File: config.mk
export PLATFORM = sky130hd
export DESIGN_NAME = cdc_frame_scheduler
export DESIGN_NICKNAME = d
export VERILOG_FILES = /design/src/rtl/cdc_frame_scheduler.sv
export SDC_FILE = /design/constraint.sdc
export NUM_CORES = 1
export LEC_CHECK = 0
export CORE_MARGIN = 3
export CORE_UTILIZATION = 40
export CTS_CLUSTER_DIAMETER = 30
export DETAILED_ROUTE_END_ITERATION = 12
export GPL_ROUTABILITY_DRIVEN = 0
export HOLD_SLACK_MARGIN = 0.15
export PLACE_DENSITY = 0.86
export SYNTH_ARGS = -nofsm -noshare
export SYNTH_HDL_FRONTEND = slang
export SYNTH_SLANG_ARGS = --single-unit
File: constraint.sdc
create_clock -name clk -period 2.1 [get_ports clk]
set_clock_uncertainty 0.2 [all_clocks]
set_input_delay 0.21 -clock clk [delete_from_list [all_inputs] [get_ports clk]]
set_output_delay 0.21 -clock clk [all_outputs]
set_load 0.05 [all_outputs]
File: src/rtl/cdc_frame_scheduler.sv
// cdc_frame_scheduler: round-robin scheduler holding each frame stable on a shared cross-domain bus
module cdc_frame_scheduler #(
    parameter int DATA_WIDTH  = 8,
    parameter int NUM_CH      = 4,
    parameter int CH_BITS     = 2,
    parameter int HOLD_CYCLES = 16
) (
    input  logic                         clk,
    input  logic                         reset,
    input  logic [NUM_CH-1:0]            req,
    input  logic [NUM_CH*DATA_WIDTH-1:0] data_in,
    output logic [NUM_CH-1:0]            ack,
    output logic [DATA_WIDTH-1:0]        bus_data,
    output logic [CH_BITS-1:0]           bus_tag,
    output logic                         bus_seq,
    output logic                         busy
);
    localparam int CW = $clog2(HOLD_CYCLES);
    typedef enum logic {IDLE, HOLD} state_t;
    state_t state, state_n;
    logic [CW-1:0] cnt;
    logic [CH_BITS-1:0] last, g;
    logic grant;
    always_comb begin
        g = '0;
        // lowest index wins within each pass; channels above last override the wrapped ones
        for (int i = NUM_CH - 1; i >= 0; i--)
            if (req[i] && i <= int'(last)) g = CH_BITS'(i);
        for (int i = NUM_CH - 1; i >= 0; i--)
            if (req[i] && i > int'(last)) g = CH_BITS'(i);
        grant = |req && (state == IDLE || cnt == '0);
        state_n = grant ? HOLD : (cnt == '0 ? IDLE : state);
    end
    always_ff @(posedge clk)
        state <= reset ? IDLE : state_n;
    always_ff @(posedge clk) begin
        if (reset) begin
            cnt      <= '0;
            last     <= CH_BITS'(NUM_CH - 1);
            ack      <= '0;
            bus_data <= '0;
            bus_tag  <= '0;
            bus_seq  <= 1'b0;
        end else begin
            cnt <= grant ? CW'(HOLD_CYCLES - 1) : (cnt == '0 ? cnt : cnt - 1'b1);
            ack <= grant ? NUM_CH'(1) << g : '0;
            if (grant) begin
                bus_data <= data_in[g*DATA_WIDTH +: DATA_WIDTH];
                bus_tag  <= g;
                bus_seq  <= ~bus_seq;
                last     <= g;
            end
        end
    end
    assign busy = (state == HOLD);
endmodule
After elaboration in Yosys (flattened, before gate mapping). Index checks and enable logic that the tools add are counted.

ROM bits: 0. Output and inout port bits: 16. Latch bits: 0. Word-level logic and storage cells: 43. Bits in writable memories: 0. Bits in registers: 22. Memories: 0. Bits of input ports: 38.

Div/mod/pow operators: 0. Reductions and logical operators: 12. Shift-type cells: 2. Equality and inequality tests: 1. $lt $le $gt $ge: 6. Add/sub/neg operators: 1. $mul: 0. Muxes and demuxes: 11. Bitwise operators: 3.

Operator list (number): indexed part select 32 x 6 -> 8 bit (1); 2-to-1 mux 2 bit (7); 2-to-1 mux 4 bit (2); logical AND 1 bit (7); greater-than comparator 2 bit (first input constant) (2); less-or-equal comparator 2 bit (first input constant) (2); logical NOT 4 bit (1); OR reduction 4 bit (1); left shift 1 x 2 -> 4 bit (first input constant) (1); subtractor 4 x 1 -> 4 bit (second input constant) (1); inverter 1 bit (3); greater-than comparator 1 x 2 -> 1 bit (first input constant) (1); less-or-equal comparator 1 x 2 -> 1 bit (first input constant) (1); 2-to-1 mux 1 bit (2); inequality test 2 bit (second input constant) (1); nonzero test 2 bit (1); OR reduction 2 bit (1); logical OR 1 bit (1).

Depth between registers and ports, before layout.
Depth after elaboration: 10. Mapped depth: 7. Depth with buffers taken out: 7.

Worst setup path after synthesis. OpenSTA, ideal clock, no wires.

Path kind: register to register. Start point: register cnt[0]. End point: register bus_data[0]. Setup slack: 0.201 ns. Arrival time: 1.560 ns. Required time: 1.761 ns. Library setup time: 0.139 ns. Stages on the path, launching flop included: 7. Clock period less this slack: 1.899 ns. Buffers on the path: 0. Cell sequence: dfxtp_1 -> inv_1 -> ha_1 -> or3b_4 -> a21o_1 -> nor2_1 -> a211oi_1.

Longest elaborated chain between the ends: 3.

RTL lines: start, declared (RTL line 21) `logic [CW-1:0] cnt;`; start signal, assigned (RTL line 45) `cnt <= grant ? CW'(HOLD_CYCLES - 1) : (cnt == '0 ? cnt : cnt - 1'b1);`; logical NOT 4 bit (RTL line 31) `grant = |req && (state == IDLE || cnt == '0);`; logical OR 1 bit (RTL line 31); logical AND 1 bit (RTL line 31); end signal, assigned (RTL line 48) `bus_data <= data_in[g*DATA_WIDTH +: DATA_WIDTH];`; end, declared (RTL line 13) `output logic [DATA_WIDTH-1:0] bus_data,`.

Every way passes these cells. A chain may end at the register's enable or synchronous reset.

Worst setup path in the final report.
Start point: register cnt[1]. End point: register bus_data[5].

Same word-level chain as after synthesis.

==> results.sh <==
export IMPL_outcome="completed"
export IMPL_cts_hold_buffers=0
export IMPL_p_total_mw=1.440
export IMPL_power_density_mw_per_mm2=718.4
export IMPL_antenna_diode_count=0
export IMPL_slew_limit_headroom_pct=57.29
export IMPL_cp_required_ns=2.11
export IMPL_htreeDepth=1
export IMPL_crit_arrival_ns=2.09
export IMPL_port_buffers=53
export IMPL_hold_viol_final=0
export IMPL_hold_path_class="flop to flop"
export IMPL_die_width_um=59.65
export IMPL_area_growth_pct=74.13
export IMPL_grt_pass1_vias=1297
export IMPL_gr_total_overflow=0
export IMPL_clk_latency_ns=0.31
export IMPL_period_share_pct=99.10
export IMPL_io_pins=54
export IMPL_synth_compound_area_share_pct=27.61
export IMPL_syn_area_mm2=0.001151
export IMPL_grt_util_all_layers_pct=20.97
export IMPL_worstSetupPathType="flop to flop"
export IMPL_ant_nets=0
export IMPL_syn_inst=124
export IMPL_numCtsBuffers=3
export IMPL_start_util_pct=44.06
export IMPL_synth_top_family_by_area="compound AO/OA/AOI/OAI gates"
export IMPL_grt_max_degree=14
export IMPL_synthAdderAreaFrac_pct=1.087
export IMPL_path_cells="inv_2, ha_4, or3b_4, a21oi_4, o311ai_4, o221ai_1, a211oi_1"
export IMPL_cts_root_buf="clkbuf_4"
export IMPL_cp_slowest_stage_delay_ns=0.41
export IMPL_core_rowCount=18
export IMPL_async_flop_share_pct=0
export IMPL_synth_xor_area_share_pct=0.7609
export IMPL_tightest_slew_ns=0.6386
export IMPL_wl_um=3840
export IMPL_drive_gt1_share_pct=26.63
export IMPL_p_leak_nw=0.7784
export IMPL_dp_hpwl_um=2674
export IMPL_placeableCoreArea_mm2=0.002613
export IMPL_ys_ff_latch=22
export IMPL_wl_per_cell_um=16.77
export IMPL_drcViolationCount=0
export IMPL_syn_nets=163
export IMPL_slowest_stage="or3b_4"
export IMPL_final_common_cell="clkdlybuf4s50_1"
export IMPL_viasPerCell=5.655
export IMPL_first_pass_iters=4
export IMPL_cap_violations=0
export IMPL_cts_tree="built"
export IMPL_drtIter0Drc=31
export IMPL_synth_avg_cell_area_um2=9.283
export IMPL_antenna_found_initial=0
export IMPL_fp_dieH_um=59.65
export IMPL_tns_ns=0
export IMPL_final_cell_mix="clkdlybuf4s50_1, buf_4, dfxtp_1"
export IMPL_cts_buffer_depth=2
export IMPL_synth_simple_area_share_pct=21.63
export IMPL_final_nets=239
export IMPL_cts_clk_slew_worst_paths_ns=0.12
export IMPL_ys_seq_area_share_pct=38.26
export IMPL_grt_pass1_wl_um=5637
export IMPL_setup_violations=0
export IMPL_synth_mux_area_fraction_pct=6.087
export IMPL_synth_edf_count=0
export IMPL_max_freq_ghz=0.4805
export IMPL_fin_crit_ns=2.081
export IMPL_numClockSinks=22
export IMPL_route_vias_total=1295
export IMPL_synth_ff_type="dfxtp_1"
export IMPL_dieArea_mm2=0.003558
export IMPL_rsz0062_at_grt="true"
export IMPL_synth_yosys_warnings=0
export IMPL_worstSetupStartpointType="flop"
export IMPL_cp_max_fo=7
export IMPL_endpoint_kind="flop"
export IMPL_drv_slew=0
export IMPL_synth_distinct_cells=34
export IMPL_ir_worst_vdd_uv=625.1
## power breakdown
group / leakage, nW / switching, mW / internal (mW)
Sequential: 0.183 / 0.0402 / 0.467
Clock: 0.0279 / 0.134 / 0.193
Combinational: 0.567 / 0.330 / 0.276
## final cells by class
class,instances,area (µm²)
Tap cell,30,37.54
Multi-Input combinational cell,92,742.0
Clock inverter,1,30.03
Timing Repair Buffer,76,710.7
Inverter,5,18.77
Fill cell,161,608.1
Clock buffer,3,22.52
Sequential cell,22,442.9
## final timing paths
kind / startpoint / to / slack (ns) / cells after the start
hold / removal: cnt[0]$_SDFFE_PP0P_ / cnt[0]$_SDFFE_PP0P_ / 0.28 / 1
setup / recovery: cnt[1]$_SDFFE_PP0P_ / bus_data[5]$_SDFFE_PP0P_ / 0.02 / 7
hold reg to reg: cnt[0]$_SDFFE_PP0P_ / cnt[0]$_SDFFE_PP0P_ / 0.28 / 1
setup reg to reg: cnt[1]$_SDFFE_PP0P_ / bus_data[5]$_SDFFE_PP0P_ / 0.02 / 7
## critical path, delay by kind of cell, from the launching register on
family | cells | cell delay (ns)
compound gates | 4 | 0.82
fa+ha+maj | 1 | 0.14
simple gates | 1 | 0.41
buf+inv | 1 | 0.07
flops | 1 | 0.35
## sequential cells by signal (all words and copies together), names as in the netlist
signal    count
ack           4
bus_data      8
busy          1
cnt           4
bus_seq       1
bus_tag       2
last          2
## cell families after synthesis
logic type	after synthesis
flops	22
compound gates	37
fa+ha+maj	1
buf+inv	10
mux	7
simple gates	46
xor+xnor	1
## cell usage after synthesis (3+ instances only)
library cell / number / area [µm²]
mux2i_1: 7 / 70.07
o221ai_1: 7 / 61.31
dfxtp_1: 22 / 440.4
nor2_1: 15 / 56.30
nand2_1: 5 / 18.77
inv_1: 5 / 18.77
nor3_1: 11 / 55.05
a211oi_1: 10 / 75.07
a21oi_1: 9 / 45.04
or3_1: 3 / 18.77
## through the flow
step                util, %  worst slack [ns]  cell area (µm²)  hold WS [ns]  std cells
floorplan                 -            0.2013             1151        0.1932        124
global placement      70.16           -0.2834             1833        0.2588        221
detailed placement    70.16           -0.4440             1833        0.2651        221
CTS                   72.41          0.004748             1892        0.2823        225
global route          76.72          -0.03435             2004        0.2983        229
finish                76.72           0.01885             2004        0.2771        229
## layer usage
metal	global-route usage, %	wire [µm]
met1	23.84	1515
met2	35.65	1900
met3	7.407	345
met4	7.911	78
met5	0	0
## repair_timing
item,4_1_cts,5_1_grt
setup buffers,0,4
hold endpoints to repair,0,0
resized for setup,1,20
pin swaps,2,13
endpoints found under the setup margin,10,10
(Power assumes the default switching activity.)
